[src/rtl/note_seq_pkg.sv]
// Shared types and defaults for the note record/playback sequencer.
//   seq_state_t    : sequencer state encoding
//   CNT_W_DEF      : default width of the note counters
//   MAX_NOTES_DEF  : default number of storable notes
//   NOTE_TICKS_DEF : default clk cycles per played note (0.25 s @ 50 MHz)
//   NOTE_TIMER_W   : timer width needed for NOTE_TICKS_DEF
package note_seq_pkg;

  typedef enum logic [1:0] {
    ST_IDLE      = 2'd0,
    ST_REC_STORE = 2'd1,
    ST_PLAY_LOAD = 2'd2,
    ST_PLAY_HOLD = 2'd3
  } seq_state_t;

  localparam int CNT_W_DEF      = 4;
  localparam int MAX_NOTES_DEF  = 15;
  localparam int NOTE_TICKS_DEF = 12_500_000;
  localparam int NOTE_TIMER_W   = $clog2(NOTE_TICKS_DEF);

endpackage

[src/rtl/note_tick_timer.sv]
// Note duration timer. Counts 0..TICKS-1 while enabled and flags the last
// count so the sequencer can advance exactly TICKS cycles after it started.
// Ports:
//   clk    in  clock
//   reset  in  synchronous, active-low reset
//   clear  in  restart the count at 0
//   enable in  advance the count
//   done   out enabled and at terminal count (TICKS-1)
module note_tick_timer
  import note_seq_pkg::*;
#(
  parameter int TICKS = NOTE_TICKS_DEF,
  parameter int W     = NOTE_TIMER_W
) (
  input  logic clk,
  input  logic reset,
  input  logic clear,
  input  logic enable,
  output logic done
);

  localparam logic [W-1:0] LAST = W'(TICKS - 1);

  logic [W-1:0] count;

  assign done = enable && (count == LAST);

  always_ff @(posedge clk) begin
    if (!reset) begin
      count <= '0;
    end else if (clear) begin
      count <= '0;
    end else if (enable) begin
      count <= done ? '0 : count + 1'b1;
    end
  end

endmodule

[src/rtl/note_seq_ctrl.sv]
// Record/playback sequencer for the note-memory datapath. Converts key edges
// into datapath strobes, keeps the recorded-note count and the playback note
// counter, and times each played note with note_tick_timer.
// Build option: define LOOP_PLAY_EN to repeat playback until stop/reset.
// Ports:
//   clk, reset (sync, active-low)
//   record_key, play_key, stop_key, clear_key : active-high key levels
//   ld_note        : 1-cycle write strobe to the datapath
//   ld_play        : high for the whole playback
//   next_note_en   : 1-cycle pulse at the start of each played note
//   display_note   : high while a played note is sounding
//   note_counter   : current played note (1-based), 0 when not playing
//   notes_recorded : number of stored notes
//   full           : notes_recorded == MAX_NOTES
module note_seq_ctrl
  import note_seq_pkg::*;
#(
  parameter int NOTE_TICKS = NOTE_TICKS_DEF,
  parameter int CNT_W      = CNT_W_DEF,
  parameter int MAX_NOTES  = MAX_NOTES_DEF
) (
  input  logic             clk,
  input  logic             reset,
  input  logic             record_key,
  input  logic             play_key,
  input  logic             stop_key,
  input  logic             clear_key,
  output logic             ld_note,
  output logic             ld_play,
  output logic             next_note_en,
  output logic             display_note,
  output logic [CNT_W-1:0] note_counter,
  output logic [CNT_W-1:0] notes_recorded,
  output logic             full
);

  localparam logic [CNT_W-1:0] MAX_CNT = CNT_W'(MAX_NOTES);
  localparam logic [CNT_W-1:0] ONE     = CNT_W'(1);

  // Input stage: p0 is the registered key, p1 its previous value
  logic rec_p0, rec_p1, play_p0, play_p1, clr_p0, clr_p1, stop_p0;
  logic rec_edge, play_edge, clr_edge;

  always_ff @(posedge clk) begin
    if (!reset) begin
      rec_p0  <= 1'b0;
      rec_p1  <= 1'b0;
      play_p0 <= 1'b0;
      play_p1 <= 1'b0;
      clr_p0  <= 1'b0;
      clr_p1  <= 1'b0;
      stop_p0 <= 1'b0;
    end else begin
      rec_p0  <= record_key;
      rec_p1  <= rec_p0;
      play_p0 <= play_key;
      play_p1 <= play_p0;
      clr_p0  <= clear_key;
      clr_p1  <= clr_p0;
      stop_p0 <= stop_key;
    end
  end

  assign rec_edge  = rec_p0 & ~rec_p1;
  assign play_edge = play_p0 & ~play_p1;
  assign clr_edge  = clr_p0 & ~clr_p1;

  // Sequencer: next state and next counter values
  seq_state_t       state, state_nx;
  logic [CNT_W-1:0] note_cnt_nx, rec_cnt_nx;
  logic             tick_done;

  note_tick_timer #(
    .TICKS (NOTE_TICKS),
    .W     ($clog2(NOTE_TICKS))
  ) u_tick_timer (
    .clk    (clk),
    .reset  (reset),
    .clear  (state == ST_PLAY_LOAD),
    .enable (state == ST_PLAY_HOLD),
    .done   (tick_done)
  );

  always_comb begin
    state_nx    = state;
    note_cnt_nx = note_counter;
    rec_cnt_nx  = notes_recorded;
    unique case (state)
      ST_IDLE: begin
        if (rec_edge && !full) begin
          state_nx = ST_REC_STORE;
        end else if (play_edge && (notes_recorded != '0)) begin
          state_nx    = ST_PLAY_LOAD;
          note_cnt_nx = ONE;
        end else if (clr_edge) begin
          rec_cnt_nx = '0;
        end
      end
      ST_REC_STORE: begin
        // Count moves after the ld_note cycle so the datapath writes at the old index
        state_nx = ST_IDLE;
        if (notes_recorded != MAX_CNT) rec_cnt_nx = notes_recorded + ONE;
      end
      ST_PLAY_LOAD: begin
        state_nx = ST_PLAY_HOLD;
      end
      ST_PLAY_HOLD: begin
        if (tick_done) begin
          if (note_counter < notes_recorded) begin
            state_nx    = ST_PLAY_LOAD;
            note_cnt_nx = note_counter + ONE;
          end else begin
`ifdef LOOP_PLAY_EN
            state_nx    = ST_PLAY_LOAD;
            note_cnt_nx = ONE;
`else
            state_nx    = ST_IDLE;
            note_cnt_nx = '0;
`endif
          end
        end
      end
      default: begin
        state_nx = ST_IDLE;
      end
    endcase
    // Stop overrides every edge, including a pending clear or count update
    if (stop_p0) begin
      state_nx    = ST_IDLE;
      note_cnt_nx = '0;
      rec_cnt_nx  = notes_recorded;
    end
  end

  // Output stage: strobes decoded from the next state and registered
  always_ff @(posedge clk) begin
    if (!reset) begin
      state          <= ST_IDLE;
      ld_note        <= 1'b0;
      ld_play        <= 1'b0;
      next_note_en   <= 1'b0;
      display_note   <= 1'b0;
      note_counter   <= '0;
      notes_recorded <= '0;
      full           <= 1'b0;
    end else begin
      state          <= state_nx;
      ld_note        <= (state_nx == ST_REC_STORE);
      ld_play        <= (state_nx == ST_PLAY_LOAD) || (state_nx == ST_PLAY_HOLD);
      next_note_en   <= (state_nx == ST_PLAY_LOAD);
      display_note   <= (state_nx == ST_PLAY_HOLD);
      note_counter   <= note_cnt_nx;
      notes_recorded <= rec_cnt_nx;
      full           <= (rec_cnt_nx == MAX_CNT);
    end
  end

endmodule

[config.mk]
export PLATFORM = sky130hd
export DESIGN_NAME = note_seq_ctrl
export DESIGN_NICKNAME = d
export VERILOG_FILES = /design/src/rtl/note_seq_pkg.sv /design/src/rtl/note_tick_timer.sv /design/src/rtl/note_seq_ctrl.sv
export SDC_FILE = /design/constraint.sdc
export NUM_CORES = 1
export LEC_CHECK = 0
export BUFFER_PORTS_ARGS = -buffer_cell sky130_fd_sc_hd__buf_2
export CAP_MARGIN = 40
export CORE_ASPECT_RATIO = 0.9
export CORE_UTILIZATION = 50
export DETAILED_ROUTE_END_ITERATION = 16
export PLACE_DENSITY_LB_ADDON = 0.05
export SLEW_MARGIN = 15
export SYNTH_ARGS = -nofsm -noshare
export SYNTH_HDL_FRONTEND = slang
export SYNTH_SLANG_ARGS = --single-unit
[constraint.sdc]
create_clock -name clk -period 2 [get_ports clk]
set_clock_uncertainty 0.2 [all_clocks]
set_input_delay 0.2 -clock clk [delete_from_list [all_inputs] [get_ports clk]]
set_output_delay 0.2 -clock clk [all_outputs]
set_load 0.1 [all_outputs]
# ---- Word level (Yosys, flattened, before mapping)
# Index checks and enable logic that the tools add are counted.
dict set report op_classes {
  n_addsub 3
  magnitude_cmp 1
  n_eq_ne 12
  n_mux 18
  bitwise_logic 7
  reduce_logical 11
}
# cell n
set op_table {}
lappend op_table {{two-way mux 4 bit} 9}
lappend op_table {{adder 24 x 1 -> 24 bit (second input constant)} 1}
lappend op_table {{== test 24 bit (second input constant)} 1}
lappend op_table {{two-way mux 24 bit} 1}
lappend op_table {{one-hot mux 4 bit (2 select lines)} 2}
lappend op_table {{two-way mux 2 bit} 5}
lappend op_table {{adder 4 x 1 -> 4 bit (second input constant)} 2}
lappend op_table {{== test 2 bit (second input constant)} 4}
lappend op_table {{one-hot mux 2 bit (4 select lines)} 1}
lappend op_table {{!= test 2 bit (second input constant)} 3}
lappend op_table {{== test 2 x 1 -> 1 bit (second input constant)} 2}
lappend op_table {{== test 4 bit (second input constant)} 1}
lappend op_table {{less-than comparator 4 bit} 1}
lappend op_table {{!= test 4 bit (second input constant)} 1}
lappend op_table {{inverter 1 bit} 4}
lappend op_table {{AND reduction 4 bit} 1}
lappend op_table {{nonzero test 4 bit} 1}
lappend op_table {{OR reduction 2 bit} 2}
lappend op_table {{bitwise AND 1 bit} 3}
lappend op_table {{logical AND 1 bit} 3}
lappend op_table {{logical NOT 2 bit} 1}
lappend op_table {{nonzero test 2 bit} 1}
lappend op_table {{logical NOT 1 bit} 1}
lappend op_table {{logical OR 1 bit} 1}
dict set report totals {
  ff_bits 46
  inputBits 6
  out_inout_bits 13
  elab_cells 68
}

# ---- Logic depth before layout (Yosys ltp)
# Gate-level depths: netlist of run 1.
dict set report depth {
  word_depth 9
  mapped_depth 7
  mapped_depth_nobuf 7
}

# ---- Hierarchy
# From an unflattened synthesis of run 1, not the netlist that was laid out.
dict set report unflattened {
  cells_unflattened 253
  hier_area_um2 2232.1
}
# mod n_inst cells_each area_per_inst_um2 seq_area_each_um2
set by_module_without_submodules {}
lappend by_module_without_submodules {note_tick_timer 1 138 1213.7 480.5}
lappend by_module_without_submodules {note_seq_ctrl 1 115 1018.5 440.4}

# ---- Worst setup path after synthesis of run 1
# No wires, ideal clock.
dict set report synth_path {
  path_type {reg-to-reg}
  startpoint {register notes_recorded[1]}
  endpoint {register note_counter[2]}
  setup_ns 0.100
  arrival_ns 2.528
  slack_ns -0.828
  path_stages_with_launch 7
  path_buffers 0
  synth_period_minus_slack_ns 2.828
  path_cell_list {dfxtp_1 > inv_1 > ha_1 > a211o_1 > a2111oi_2 > nand2_1 > o311ai_1}
}
dict set report synth_between {
  elab_chain_cells 4
}
# element line
set synth_rtl {}
lappend synth_rtl {{start: declaration} note_seq_ctrl.sv:33} ;# output logic [CNT_W-1:0] notes_recorded,
lappend synth_rtl {{start signal: assignment} note_seq_ctrl.sv:153} ;# notes_recorded <= rec_cnt_nx;
lappend synth_rtl {{less-than comparator 4 bit or nonzero test 4 bit (tied branches)} {note_seq_ctrl.sv:109, note_seq_ctrl.sv:92}}
lappend synth_rtl {{two-way mux 4 bit or logical AND 1 bit (tied branches)} {note_seq_ctrl.sv:109, note_seq_ctrl.sv:92}}
lappend synth_rtl {{two-way mux 4 bit or != test 2 bit (tied branches)} --}
lappend synth_rtl {{one-hot mux 4 bit (2 select lines) or AND reduction 4 bit (tied branches)} --}
lappend synth_rtl {{end signal: assignment} note_seq_ctrl.sv:152} ;# note_counter <= note_cnt_nx;
lappend synth_rtl {{end: declaration} note_seq_ctrl.sv:32} ;# output logic [CNT_W-1:0] note_counter,
# Parallel ways exist; a longest one is shown, timed or not. The select of a mux whose other input is x is not followed.
# A chain may end at the register's enable or synchronous reset.

# ---- Final worst setup path of run 1
dict set report layout_path {
  startpoint {register notes_recorded[0]}
  endpoint {register full}
}
dict set report layout_between {
  elab_chain_cells 7
}
# element line
set layout_rtl {}
lappend layout_rtl {{parallel branches: the longest is 5 deep, another holds adder 4 x 1 -> 4 bit} --}
lappend layout_rtl {{two-way mux 4 bit (*)} note_seq_ctrl.sv:128} ;# if (stop_p0) begin
lappend layout_rtl {{== test 4 bit (*)} note_seq_ctrl.sv:154} ;# full <= (rec_cnt_nx == MAX_CNT);
lappend layout_rtl {{end signal: assignment} note_seq_ctrl.sv:154}
lappend layout_rtl {{end: declaration} note_seq_ctrl.sv:34} ;# output logic full
# Every way passes the cells marked *.

==> results of run 1 <==
[critical path: stages, from the launching register on]
cell and delay, ns:
dfxtp_4 0.35, inv_2 0.05, ha_1 0.13, or3b_4 0.39, a2111oi_4 0.32, nor2_1 0.11
a31o_2 0.26, and4b_1 0.20
[per-layer routing]
metal,GRT usage,share of wire,vias up
li1,-,-,976
met1,0.312,0.52,898
met2,0.296,0.43,36
met3,0.0467,0.036,6
met4,0.0613,0.0091,0
met5,0,0,-
[registers in the layout, indices dropped and copies added (netlist names), 2 cells and up]
signal and cells:
notes_recorded 4, note_counter 4, state 2, u_tick_timer.count 24
[power breakdown]
group | switching (W) | total [W] | internal, W
Combinational | 0.0000709 | 0.000120 | 0.0000491
Clock | 0.000295 | 0.000535 | 0.000241
Sequential | 0.00000632 | 0.000922 | 0.000916
Total | 0.000372 | 0.00158 | 0.00121
[path summary, 6_finish.rpt]
kind,endpoint,depth (start not counted),slack (ns)
max reg2reg,full,7,-0.12
min,notes_recorded[1],2,0.10
max,full,7,-0.12
min reg2reg,play_p1,1,0.26
[metrics by stage]
stage | instance area [µm²] | util | instances
2_1_floorplan | 2250 | - | 245
3_3_place_gp | 2580 | 0.626 | 333
3_5_place_dp | 2580 | 0.626 | 333
4_1_cts | 2720 | 0.658 | 345
5_1_grt | 2890 | 0.700 | 348
6_report | 2890 | 0.700 | 348
[Yosys cell counts, types with 2 or more instances]
cell type,n
a211oi_1,2
a211o_1,2
nand2b_1,3
buf_6,2
a21o_1,2
nand3_1,19
a2111oi_2,2
ha_1,7
nor2_1,33
xor2_1,15
a21oi_1,9
dfxtp_1,46
nor4b_1,2
and4_1,2
nand4_1,12
clkbuf_1,2
nor3_1,2
nand2_1,14
o31ai_1,2
nor4_1,3
and3_1,3
buf_2,2
xnor2_1,6
a31oi_1,2
and2_1,10
o21ai_0,7
inv_1,13
[timing repair]
action                                  in CTS  in global routing
endpoints found under the setup margin       5                 33
cloned                                       0                  3
endpoints found under the hold margin        4                  0
pin swaps                                    0                 20
hold buffers                                 4                  0
gates resized for setup                      2                 32
[cells by family (layout without fill, tap and decap cells)]
| logic type | after synthesis | count (layout) |
|---|---|---|
| and+or+nand+nor | 115 | 115 |
| xor gates and xnor gates | 21 | 21 |
| DFF | 46 | 46 |
| adders and majority gates | 7 | 7 |
| AOI/OAI and AO/OA | 37 | 37 |
| buffers and inverters | 19 | 74 |
[layout make-up]
cell class,count,area [µm²]
multi-input cells,180,1340
fillers,336,1240
flip-flops and latches,46,952
repair buffers,53,414
clock buffers,6,72.6
well taps,48,60.1
inverters,13,48.8
clock inverters,2,8.76
==> flow_metrics.py, run 1 <==
metrics = {
    "power_and_ir_drop": {
        "peakVddDrop_mv": 0.510,
        "total_power_w": 0.00158,
        "leakage_nw": 1.10,
        "p_per_area_nw_per_um2": 545,
    },
    "floorplanning": {
        "die_x_um": 71.7,
        "die_h_um": 64.8,
        "dieArea_um2": 4650,
        "core_um2": 4130,
        "num_rows": 22,
        "start_util": 0.530,
        "num_io_pins": 19,
    },
    "synthesis": {
        "yosys_warnings": 0,
        "synth_top_cells_by_area": "dfxtp_1 42%, xor2_1 6.0%, nor2_1 5.7%, nand3_1 4.3%, ha_1 4.0%",
        "synth-compound-area-share": 0.120,
        "syn-num-nets": 258,
        "netlist_instances": 245,
        "synth_seq_cells": 46,
        "synth_fa_ha_area_frac": 0.0400,
        "synth_top_cell_area_share": 0.421,
        "syn_avg_cell_area_um2": 8.93,
        "synth.distinct_cells": 48,
        "synth_mux_area_frac": 0,
        "synth-main-ff-cell": "dfxtp_1",
        "synth_edf_count": 0,
        "synth_xor_area_frac": 0.0840,
        "synthesis.area_um2": 2190,
        "yosys.area_share.simple": 0.294,
        "synth_top_area_cell": "dfxtp_1",
        "seq_area_frac_synth": 0.421,
        "synth_top_family_by_area": "simple AND/OR/NAND/NOR gates",
        "async_flop_share": 0,
    },
    "drt": {
        "vias": 1916,
        "postRouteAntennaNets": 0,
        "drt_iter0_markers": 110,
        "drc": 0,
        "wl_per_cell_um": 14.2,
        "first_pass_iters": 4,
        "vias_per_cell": 5.51,
        "finalWirelength_um": 4940,
    },
    "outcome": {
        "outcome": "finished with violations",
        "violations": "negative setup slack",
    },
    "place": {
        "dp_hpwl_um": 3300,
        "portBuffers": 18,
        "gp_congestion": 0.881,
        "dp_slack_ns": -0.102,
    },
    "global_routing": {
        "grt_use_total": 0.208,
        "grt_pass1_vias": 1661,
        "grt_pass1_wl_um": 7530,
        "grt_start_max_net_pins": 23,
        "grt_overflow": 0,
        "antenna_found_initial": 0,
    },
    "setup_path": {
        "cp_max_fo": 2,
        "startpoint_type": "flop",
        "end_kind": "flop",
        "r2r-start": "notes_recorded[0]",
        "cp-startpoint": "notes_recorded[0]",
        "worstSetupPathType": "reg -> reg",
        "critPathRequiredTime_ns": 1.98,
        "arrival_ns": 2.10,
    },
    "timing": {
        "fin_ws_ns": -0.116,
        "hold_slack_ns": 0.103,
        "timing.final.crit_period_ns": 2.12,
        "setup_violations": 25,
        "period_share": 1.06,
        "hold_viol": 0,
        "rsz0062_at_grt": "true",
        "finalMaxSlewViolations": 0,
        "fmax_mhz": 473,
        "slew_headroom": 0.563,
        "tightest_slew_ns": 0.654,
        "fin_setup_tns_ns": -1.54,
    },
    "layout": {
        "final_common_cell": "dfxtp_1",
        "antenna_cells": 0,
        "final_cell_mix": "35 x dfxtp_1, 27 x buf_4, 19 x nand3_1",
        "drive_gt1_frac": 0.333,
        "nNetsFinal": 312,
        "area_delta_synth_final_pct": 32.1,
    },
    "cts": {
        "clock_tree.root_cell": "clkbuf_8",
        "clk_latency_ns": 0.29,
        "clock_path_buffers": 2,
        "post_cts_buffers": 0,
        "clock-sinks": 46,
        "cts_buffers": 5,
        "cts_tree": "built",
        "clkTransAtPathRegs_ns": 0.08,
        "cts_max_level": 2,
    },
    "hold_path": {
        "hp-class": "in -> reg",
        "hold_start": "reset",
    },
    "job": {
        "max_cap_viol_count": 0,
    },
}
Note: power is estimated with default switching activity, not from simulation.
==> run 2, diff against run 1 <==
- ABC_AREA: unset -> 1
==> run 2 against run 1 <==
  * The run now ends clean
  * Sequential power up 2.3%
  * Clock power up 10%
  * First-iteration DRC count up 48%
  * Register-to-register slack better by 0.27 ns
  * Combinational power up 38%
  * Worst hold slack worse by 0.073 ns
  * Largest cell class unchanged
==> flow_metrics.py, run 2 <==
metrics = {
    "outcome": {
        "outcome": "finished clean",
    },
    "layout": {
        "largest_reg_flops": 24,
        "largestRegisters": "u_tick_timer.count: 24 flops, note_counter: 4 flops, notes_recorded: 4 flops",
        "largest_register": "u_tick_timer.count",
        "area_delta_synth_final_pct": 13.4,
        "fillers": 489,
        "nNetsFinal": 416,
        "final_cell_mix": "87 x nand2_1, 66 x nor2_1, 57 x inv_1",
        "antenna_cells": 0,
        "drive_gt1_frac": 0.161,
        "final_common_cell": "nand2_1",
    },
    "power_and_ir_drop": {
        "peakVddDrop_mv": 0.521,
        "p_sw_w": 0.000448,
        "clkPwrFrac": 0.347,
        "internal_power_w": 0.00125,
        "sequentialPowerShare": 0.555,
        "p_per_area_nw_per_um2": 588,
        "comb_power_share": 0.098,
        "switching_share": 0.264,
        "leakage_nw": 1.35,
    },
    "setup_path": {
        "cpLargestDelayFamily": "simple AND/OR/NAND/NOR gates",
        "arrival_ns": 1.84,
        "critical_path.cell_chain": "ha_2, inv_1, nor2_1, nand3_1, nor2_4, nand3_4, nand2_4, inv_4, nand2_1, nor2_1",
        "cp_max_fo": 9,
        "path_buf_inv": 2,
        "crit_path_max_incr_delay_ns": 0.38,
        "critPathRequiredTime_ns": 1.99,
        "startpoint_type": "flop",
        "worstSetupPathType": "reg -> reg",
        "end_kind": "flop",
        "crit_top_cell": "nor2_1",
        "cpMaxStageDelayCell": "dfxtp_1",
    },
    "floorplanning": {
        "num_io_pins": 19,
        "num_rows": 24,
        "die_x_um": 77.3,
        "dieArea_um2": 5390,
        "die_h_um": 69.7,
        "core_um2": 4860,
        "start_util": 0.524,
    },
    "cts": {
        "clk_latency_ns": 0.29,
        "post_cts_buffers": 0,
        "cts_tree": "built",
        "clock_path_buffers": 2,
        "clock-sinks": 46,
        "clock_tree.root_cell": "clkbuf_8",
        "cts_max_level": 2,
        "clkTransAtPathRegs_ns": 0.09,
        "cts_buffers": 5,
    },
    "drt": {
        "wl_per_cell_um": 11.7,
        "finalWirelength_um": 5510,
        "drc": 0,
        "first_pass_iters": 5,
        "highest_layer": "met4",
        "vias_per_cell": 4.89,
        "postRouteAntennaNets": 0,
        "wl_met3_um": 233,
        "drt_iter0_markers": 163,
        "wl_met1_um": 3000,
        "vias": 2293,
        "met2_wirelength_um": 2260,
    },
    "synthesis": {
        "seq_area_frac_synth": 0.361,
        "synth_top_area_cell": "dfxtp_1",
        "synth.distinct_cells": 31,
        "yosys-top-cells-count": "87 x nand2_1, 66 x nor2_1, 57 x inv_1, 46 x dfxtp_1, 23 x nand3_1",
        "netlist_instances": 372,
        "syn_avg_cell_area_um2": 6.85,
        "synth-main-ff-cell": "dfxtp_1",
        "syn-num-nets": 385,
        "yosys_warnings": 0,
        "synthesis.area_um2": 2550,
        "async_flop_share": 0,
        "synth_edf_count": 0,
        "synth_top_cells_by_area": "dfxtp_1 36%, nand2_1 13%, nor2_1 9.7%, inv_1 8.4%, nand3_1 4.5%",
        "synth.most_common_cell": "nand2_1",
        "synth_seq_cells": 46,
        "synth_top_cell_area_share": 0.361,
    },
    "timing": {
        "timing.final.crit_period_ns": 1.85,
        "period_share": 0.925,
        "tightest_slew_ns": 0.488,
        "rsz0062_at_grt": "false",
        "slew_headroom": 0.677,
        "hold_slack_ns": 0.0296,
        "finalMaxSlewViolations": 0,
        "fin_ws_ns": 0.150,
        "fmax_mhz": 541,
        "setup_violations": 0,
        "hold_viol": 0,
        "fin_setup_tns_ns": 0,
    },
    "global_routing": {
        "grt_start_max_net_pins": 15,
        "grt_pass1_wl_um": 9270,
        "grt_use_total": 0.216,
        "antenna_found_initial": 0,
        "grt_overflow": 0,
        "grt_pass1_vias": 1963,
    },
    "hold_path": {
        "hp-class": "in -> reg",
    },
    "job": {
        "max_cap_viol_count": 0,
    },
    "place": {
        "dp_hpwl_um": 4210,
        "dp_slack_ns": 0.129,
        "gp_congestion": 0.850,
        "portBuffers": 18,
    },
}
-- run 2: path summary, 6_finish.rpt --
check,slack [ns],startpoint,cells past startpoint,to
min reg2reg,0.23,play_p0,2,play_p1
max reg2reg,0.15,u_tick_timer.count[0],10,u_tick_timer.count[17]
max,0.15,u_tick_timer.count[0],10,u_tick_timer.count[17]
min,0.03,reset,3,play_p0
-- run 2: cells by family after synthesis --
| group | share of synthesized area |
|---|---|
| xor+xnor | 0.0344 |
| compound gates | 0.0555 |
| simple gates | 0.422 |
| flops | 0.361 |
| fa+ha+maj | 0.0344 |
| buf+inv | 0.0928 |
-- run 2: final cells by class --
type                            instances  area (µm²)  area share
Multi-Input combinational cell        265        1390       0.482
Sequential cell                        46         933       0.323
Inverter                               60         233      0.0806
Timing Repair Buffer                   25         153      0.0528
Clock buffer                            6        82.6      0.0286
Tap cell                               65        81.3      0.0282
Clock inverter                          2        12.5     0.00433
-- run 2: what timing repair did --
action	in CTS	in global routing
endpoints found under the hold margin	4	0
endpoints found under the setup margin	0	2
resized for setup	0	1
hold buffers	4	0
-- run 2: power groups by stage --
stage	clock (W)	combinational [W]	sequential [W]
2_1_floorplan	0	0.0000777	0.00101
3_3_place_gp	0	0.000159	0.000964
3_5_place_dp	0	0.000159	0.000965
4_1_cts	0.000609	0.000166	0.000943
5_1_grt	0.000652	0.000183	0.000946
6_report	0.000589	0.000166	0.000943
-- run 2: worst reg2reg max path, delay by kind of cell (launching register included) --
kind	cells	cell delay, ns
and+or+nand+nor	7	0.78
DFF	1	0.38
buffers and inverters	2	0.14
adders and majority gates	1	0.25
-- run 2: stage by stage --
| step | std cells | power [W] | utilization | instance area [µm²] |
|---|---|---|---|---|
| final | 469 | 0.00170 | 0.594 | 2890 |
| after global routing | 469 | 0.00178 | 0.594 | 2890 |
| after CTS | 469 | 0.00172 | 0.593 | 2890 |
| after detailed placement | 457 | 0.00112 | 0.566 | 2750 |
| after global placement | 457 | 0.00112 | 0.566 | 2750 |
| after floorplan | 372 | 0.00109 | - | 2560 |
-- run 2: metal layers --
layer  GRT usage  vias up
met5           0        -
met3      0.0434        2
li1            -     1220
met1       0.321     1018
met2       0.316       53
met4      0.0503        0
